File: src/rtl/telemetry_pkg.sv
// rtl/telemetry_pkg.sv - shared constants and types for the telemetry frame controller
package telemetry_pkg;

    localparam int FRAME_BYTES = 8;

    localparam int CPU_OFS  = 0;
    localparam int DISK_OFS = 2;
    localparam int MEM_OFS  = 4;
    localparam int TEMP_OFS = 6;

    typedef enum logic [1:0] {
        IDLE       = 2'd0,
        LAUNCH     = 2'd1,
        WAIT_SCORE = 2'd2,
        REPORT     = 2'd3
    } frame_state_t;

    typedef struct packed {
        logic [15:0] cpu;
        logic [15:0] disk;
        logic [15:0] mem;
        logic [15:0] temp;
    } telem_fields_t;

endpackage

File: src/rtl/telem_byte_timer.sv
// rtl/telem_byte_timer.sv - inter-byte idle timer, built only with TELEM_BYTE_TIMEOUT_EN
module telem_byte_timer #(
    parameter int BYTE_TIMEOUT = 104_200
) (
    input  logic clk,
    input  logic rst,
    input  logic clr,
    input  logic en,
    output logic expired
);

    localparam int CNT_W = $clog2(BYTE_TIMEOUT + 1);

    logic [CNT_W-1:0] count;

    assign expired = en && (count == CNT_W'(BYTE_TIMEOUT));

    always_ff @(posedge clk) begin
        if (rst || clr || expired) begin
            count <= '0;
        end else if (en) begin
            count <= count + 1'b1;
        end
    end

endmodule

File: src/rtl/telemetry_frame_ctrl.sv
// rtl/telemetry_frame_ctrl.sv - UART byte assembler and scoring sequencer; optional TELEM_BYTE_TIMEOUT_EN
module telemetry_frame_ctrl
    import telemetry_pkg::*;
#(
    parameter int BYTE_TIMEOUT = 104_200,
    parameter int TEMP_LIMIT   = 100
) (
    input  logic        clk,
    input  logic        rst,
    input  logic [7:0]  rx_data,
    input  logic        rx_busy,
    input  logic [31:0] score,
    input  logic        score_valid,
    output logic [15:0] cpu_freq_mhz,
    output logic [15:0] disk_speed_mbps,
    output logic [15:0] memory_usage,
    output logic [15:0] temperature_c,
    output logic        compute_enable,
    output logic [31:0] score_out,
    output logic        result_valid,
    output logic        temp_alarm,
    output logic [7:0]  frame_err_cnt,
    output logic [7:0]  overrun_cnt
);

    localparam int IDX_W = $clog2(FRAME_BYTES);
    localparam logic [IDX_W-1:0] LAST_IDX = IDX_W'(FRAME_BYTES - 1);

    logic               prev_rx_busy;
    logic               byte_strobe;
    logic               frame_done;
    logic               timeout_hit;
    logic [IDX_W-1:0]   idx;
    logic [7:0]         byte_buf [0:FRAME_BYTES-2];
    frame_state_t       state, state_next;
    telem_fields_t      fields, frame_fields;

    assign byte_strobe = prev_rx_busy && !rx_busy;
    assign frame_done  = byte_strobe && (idx == LAST_IDX);

    // The last byte bypasses the buffer so fields latch on the completing strobe itself
    assign frame_fields.cpu  = {byte_buf[CPU_OFS+1],  byte_buf[CPU_OFS]};
    assign frame_fields.disk = {byte_buf[DISK_OFS+1], byte_buf[DISK_OFS]};
    assign frame_fields.mem  = {byte_buf[MEM_OFS+1],  byte_buf[MEM_OFS]};
    assign frame_fields.temp = {rx_data,              byte_buf[TEMP_OFS]};

`ifdef TELEM_BYTE_TIMEOUT_EN
    logic timer_expired;

    telem_byte_timer #(
        .BYTE_TIMEOUT(BYTE_TIMEOUT)
    ) u_byte_timer (
        .clk     (clk),
        .rst     (rst),
        .clr     (byte_strobe),
        .en      (idx != '0),
        .expired (timer_expired)
    );

    assign timeout_hit = timer_expired && !byte_strobe;

    always_ff @(posedge clk) begin
        if (rst) begin
            frame_err_cnt <= '0;
        end else if (timeout_hit && frame_err_cnt != 8'hFF) begin
            frame_err_cnt <= frame_err_cnt + 8'd1;
        end
    end
`else
    assign timeout_hit   = 1'b0;
    assign frame_err_cnt = '0;
`endif

    always_ff @(posedge clk) begin
        if (byte_strobe && !frame_done) begin
            byte_buf[idx] <= rx_data;
        end
    end

    always_ff @(posedge clk) begin
        if (rst) begin
            prev_rx_busy <= 1'b0;
            idx          <= '0;
            state        <= IDLE;
            fields       <= '0;
            temp_alarm   <= 1'b0;
            score_out    <= '0;
            overrun_cnt  <= '0;
        end else begin
            prev_rx_busy <= rx_busy;
            state        <= state_next;
            if (byte_strobe) begin
                idx <= frame_done ? '0 : idx + 1'b1;
            end else if (timeout_hit) begin
                idx <= '0;
            end
            if (frame_done && state == IDLE) begin
                fields     <= frame_fields;
                temp_alarm <= (frame_fields.temp >= 16'(TEMP_LIMIT));
            end
            if (frame_done && state != IDLE && overrun_cnt != 8'hFF) begin
                overrun_cnt <= overrun_cnt + 8'd1;
            end
            if (state == WAIT_SCORE && score_valid) begin
                score_out <= score;
            end
        end
    end

    always_comb begin
        state_next     = state;
        compute_enable = 1'b0;
        result_valid   = 1'b0;
        case (state)
            IDLE:       if (frame_done) state_next = LAUNCH;
            LAUNCH: begin
                compute_enable = 1'b1;
                state_next     = WAIT_SCORE;
            end
            WAIT_SCORE: if (score_valid) state_next = REPORT;
            REPORT: begin
                result_valid = 1'b1;
                state_next   = IDLE;
            end
            default:    state_next = IDLE;
        endcase
    end

    assign cpu_freq_mhz    = fields.cpu;
    assign disk_speed_mbps = fields.disk;
    assign memory_usage    = fields.mem;
    assign temperature_c   = fields.temp;

endmodule

File: config.mk
export PLATFORM = sky130hd
export DESIGN_NAME = telemetry_frame_ctrl
export DESIGN_NICKNAME = d
export VERILOG_FILES = /design/src/rtl/telemetry_pkg.sv /design/src/rtl/telem_byte_timer.sv /design/src/rtl/telemetry_frame_ctrl.sv
export SDC_FILE = /design/constraint.sdc
export NUM_CORES = 1
export LEC_CHECK = 0
export BUFFER_PORTS_ARGS = -buffer_cell sky130_fd_sc_hd__buf_2
export CAP_MARGIN = 20
export CORE_MARGIN = 2
export CORE_UTILIZATION = 52
export DETAILED_ROUTE_END_ITERATION = 7
export PLACE_DENSITY = 0.89
export SYNTH_ARGS = -nofsm -noshare
export SYNTH_HDL_FRONTEND = slang
export SYNTH_SLANG_ARGS = --single-unit
File: constraint.sdc
create_clock -name clk -period 3.2 [get_ports clk]
set_clock_uncertainty 0.2 [all_clocks]
set_input_delay 0.48 -clock clk [delete_from_list [all_inputs] [get_ports clk]]
set_output_delay 0.48 -clock clk [all_outputs]
set_load 0.02 [all_outputs]
==> impl.org <==
** Clocking
- Clock sink count :: roughly 170
- TritonCTS clock tree :: done
- The H-tree was split into 4 levels.
- Clock-pin slew was measured on the worst setup and hold paths at 0.06 ns.
- Counting along the longest clock path gives a buffer depth of 2.
- Buffers inserted by post-CTS timing repair :: 0
- For the worst-skew pair, the clock arrives at the later sink with an insertion delay of approximately 0.42 ns.
- Counting the buffers created by CTS gives 17.
- Gates resized, CTS repair :: 0
- The number of hold buffers added after CTS was 0.
- The cell sitting at the root of the clock tree is a sky130_fd_sc_hd__clkbuf_16.

** STA
- Count of final setup violators :: 0
- Static timing analysis puts the maximum clock frequency at roughly 410 MHz.
- Worst slack on hold paths :: about 0.1 ns
- In the final timing run, aggregate negative setup slack is 0 ns.
- Slew at the pin with the worst max-slew slack :: ~1.0 ns
- Relative max-transition margin :: 0.3013
- Final hold vios :: 0
- In the finished design, the share of the clock period the worst path needs comes to 0.7558.
- Counting I/O delays and the setup requirement, the final critical path takes approximately 2.4 ns.
- The number of max-slew violations in the final report was 0.
- Setup repair after global routing missed its margin :: no

** GRT
- Largest net degree at the start of global routing :: 112
- The via count of the first global-routing pass was 4198.
- The first global-routing pass estimated ~20000 µm of wire.
- Summed over all layers, the global routing overflow is 0.
- The initial antenna violation count is 0.
- Global-route total usage across every layer :: 0.2216

** Setup path
- Data required, critical path :: 3.34 ns
- In this run the critical register-to-register path is launched from idx[1]$_SDFFE_PP0P_.
- The worst setup path is captured at a register.
- The worst setup path is launched from a register.
- Worst-path maximum fanout :: 35
- Number of cells on the worst reg-to-reg path :: 6
- Register-to-register setup slack :: 0.78 ns
- At the worst endpoint, the arrival time is ~2.6 ns.
- Critical register-to-register path endpoint :: memory_usage[8]$_SDFFE_PP0P_
- Critical setup path kind :: register to register

** Yosys
- By area, the combinational part of the netlist is dominated by simple AND/OR/NAND/NOR gates.
- During synthesis, Yosys emitted a total of 0 warnings.
- Netlist area before placement :: a little under 6000 µm²
- Compound-Gate Fraction of Synth Area :: 0.09755
- Synthesis inferred 167 register bits.
- Mean area per synthesized cell :: 10.09 µm²
- XOR/XNOR share of the synthesized area :: 0.007471
- Number of library cell types mapped by synthesis :: 32
- Of the total synthesized cell area, the portion taken by AND, OR, NAND and NOR gates is 0.1729.
- Number of instances in the synthesized netlist :: 581
- Sequential fraction of the synthesis area :: 0.6660
- Of the total synthesized cell area, the portion taken by full adders, half adders and majority gates is 0.01494.
- Multiplexer area fraction after synthesis :: 0.003415

** Die
- The core region is 10940 µm².
- IO Count :: about 160
- The die is 110.2 µm tall.
- Placement row count :: 38
- Initial Util :: 0.5360
- Die area :: 12140 µm²
- The die is 110.2 µm wide.

** Drt
- In the routed design, unresolved DRC markers number 1.
- Total number of vias :: 4617
- In the final routed layout, each cell accounts on average for ~15 µm.
- 1st-iter DRT viols :: 359
- After detailed routing, the number of vias per cell comes to ~5.3.
- Number of optimization iterations in the first detailed-route pass :: 7
- Post-Route WL :: roughly 13000 µm
- In this run the remaining antenna-violating nets after routing total 0.

** Final layout
- Area growth syn-to-layout :: 23.76%
- Post-layout instance count excluding filler cells :: 874
- Share of layout cells above drive strength 1 :: 0.2561
- Fill cells in the final layout number slightly above 800.
- In the final design database the tool counted between 700 and 800 nets.
- 0 antenna diodes ended up in the layout.

** Job
- Max-Cap Viols :: 0

** Power and ir drop
- For this design the ratio of total power to cell area is 591.0 nW/µm².
- Worst voltage drop across the vdd grid :: 0.0003983 V
- The analysis attributes to cell leakage a power of 2.884 nW.

** Place
- The congestion estimate from routability-driven global placement came to between 0.7 and 0.8.
- Final HPWL from detailed placement :: 8670 µm
- Number of port buffers :: 150
- After detailed placement, the design holds a cell count of 841.

** Worst hold path
- Endpoint, Worst Hold :: score_out[8]$_SDFFE_PP0P_
- Depth of the worst hold-timing path :: 3
- Tightest Hold Check Type :: primary input to register
- Startpoint of the most critical hold path :: score[8]

** Run status
- Outcome :: complete, but fails checks
- Failing checks :: design-rule violations
[logic make-up after synthesis]
logic type	count (synthesis)
buf+inv	44
other cells	1
xor+xnor	5
fa+ha+maj	7
flops	167
mux	2
compound gates	109
simple gates	246
[Yosys cell counts]
cell type | n | area [µm²]
sky130_fd_sc_hd__dfxtp_1 | 111 | 2222
sky130_fd_sc_hd__nor3_1 | 4 | 20.02
sky130_fd_sc_hd__nor2b_1 | 3 | 18.77
sky130_fd_sc_hd__and2_1 | 1 | 6.260
sky130_fd_sc_hd__nand2_1 | 199 | 747.0
sky130_fd_sc_hd__nor3b_1 | 3 | 22.52
sky130_fd_sc_hd__edfxtp_1 | 56 | 1682
sky130_fd_sc_hd__and4bb_4 | 1 | 16.27
sky130_fd_sc_hd__nand4_2 | 1 | 12.51
sky130_fd_sc_hd__clkbuf_1 | 26 | 97.59
sky130_fd_sc_hd__buf_4 | 13 | 97.59
sky130_fd_sc_hd__buf_2 | 3 | 15.01
sky130_fd_sc_hd__a311oi_1 | 1 | 8.760
sky130_fd_sc_hd__nor4_1 | 2 | 12.51
sky130_fd_sc_hd__ha_1 | 7 | 87.58
sky130_fd_sc_hd__or3_1 | 3 | 18.77
sky130_fd_sc_hd__and3_1 | 4 | 25.02
sky130_fd_sc_hd__a21oi_1 | 102 | 510.5
sky130_fd_sc_hd__nand3_1 | 3 | 15.01
sky130_fd_sc_hd__nand4_1 | 1 | 6.260
sky130_fd_sc_hd__o211ai_4 | 1 | 21.27
sky130_fd_sc_hd__nand3b_1 | 1 | 7.510
sky130_fd_sc_hd__conb_1 | 1 | 3.750
sky130_fd_sc_hd__xor2_1 | 5 | 43.79
sky130_fd_sc_hd__o311ai_0 | 1 | 8.760
sky130_fd_sc_hd__nand4b_1 | 1 | 8.760
sky130_fd_sc_hd__mux2i_1 | 2 | 20.02
sky130_fd_sc_hd__inv_1 | 2 | 7.510
sky130_fd_sc_hd__nand2b_1 | 2 | 12.51
sky130_fd_sc_hd__o211ai_1 | 1 | 7.510
sky130_fd_sc_hd__nor2_1 | 17 | 63.81
sky130_fd_sc_hd__o21ai_0 | 3 | 15.01
[critical path: stages, from the launching register on]
cell	delay, ns
sky130_fd_sc_hd__dfxtp_1	0.44
sky130_fd_sc_hd__ha_1	0.20
sky130_fd_sc_hd__ha_1	0.35
sky130_fd_sc_hd__and3_2	0.65
sky130_fd_sc_hd__buf_12	0.27
sky130_fd_sc_hd__nand2_1	0.09
sky130_fd_sc_hd__a21oi_1	0.14
[state kept, by name, indices dropped and copies added (netlist names)]
register,flops
score_out,32
byte_buf,56
state,2
memory_usage,16
disk_speed_mbps,16
overrun_cnt,8
prev_rx_busy,1
temperature_c,16
cpu_freq_mhz,16
idx,3
temp_alarm,1
[where the power goes]
part           leakage [nW]  switching (W)  internal (W)
clock                 0.258       0.000790       0.00114
combinational          1.23      0.0000957     0.0000475
sequential             1.40     0.00000868       0.00220
[layer usage]
metal | up-vias | global-route usage | share of wire
met3 | 23 | 0.07407 | 0.098
met4 | 0 | 0.1045 | 0.020
met1 | 2150 | 0.2618 | 0.39
met5 | - | 0 | 0
li1 | 2204 | - | -
met2 | 240 | 0.3650 | 0.49
[cell usage in the layout, fill, tap and decap left out, types with 3 or more instances in the layout]
cell,count
sky130_fd_sc_hd__a21oi_1,102
sky130_fd_sc_hd__and3_1,3
sky130_fd_sc_hd__buf_2,149
sky130_fd_sc_hd__buf_4,5
sky130_fd_sc_hd__clkbuf_1,3
sky130_fd_sc_hd__clkbuf_16,17
sky130_fd_sc_hd__clkinvlp_4,5
sky130_fd_sc_hd__conb_1,8
sky130_fd_sc_hd__dfxtp_1,111
sky130_fd_sc_hd__edfxtp_1,56
sky130_fd_sc_hd__ha_1,7
sky130_fd_sc_hd__nand2_1,199
sky130_fd_sc_hd__nor2_1,17
sky130_fd_sc_hd__nor2b_1,3
sky130_fd_sc_hd__nor3_1,4
sky130_fd_sc_hd__nor3b_1,3
sky130_fd_sc_hd__o21ai_0,3
sky130_fd_sc_hd__or3_1,3
sky130_fd_sc_hd__xor2_1,5
[per-stage QoR]
step	utilization	area, µm²	power [W]	setup WS (ns)
final	0.6634	7254	0.004287	0.7814
after global routing	0.6634	7254	0.004423	0.5588
after CTS	0.6609	7227	0.004308	0.7576
after detailed placement	0.6093	6663	0.002393	0.7703
after global placement	0.6093	6663	0.002385	0.9634
after floorplan	-	5888	0.002336	0.7799
[worst max path at each step]
stage / from / end / slack, ns / cells after the start
6_report: idx[1]$_SDFFE_PP0P_ / memory_usage[8]$_SDFFE_PP0P_ / 0.78 / 6
5_1_grt: idx[1]$_SDFFE_PP0P_ / cpu_freq_mhz[7]$_SDFFE_PP0P_ / 0.56 / 6
4_1_cts: idx[1]$_SDFFE_PP0P_ / cpu_freq_mhz[11]$_SDFFE_PP0P_ / 0.76 / 6
3_5_place_dp: idx[1]$_SDFFE_PP0P_ / cpu_freq_mhz[15]$_SDFFE_PP0P_ / 0.77 / 6
3_3_place_gp: idx[1]$_SDFFE_PP0P_ / byte_buf[2][4]$_DFFE_PP_ / 0.96 / 4
2_1_floorplan: idx[1]$_SDFFE_PP0P_ / byte_buf[0][0]$_DFFE_PP_ / 0.78 / 5
[layout make-up]
| cell class | count | area (µm²) | area share |
|---|---|---|---|
| clock buffer | 20 | 436.7 | 0.06019 |
| clock inverter | 12 | 127.6 | 0.01759 |
| timing repair buffer | 156 | 830.8 | 0.1145 |
| inverter | 2 | 7.507 | 0.001035 |
| multi-input combinational | 377 | 1773 | 0.2444 |
| tap | 140 | 175.2 | 0.02415 |
| sequential | 167 | 3904 | 0.5381 |
Power figures use the tool's default switching activity.
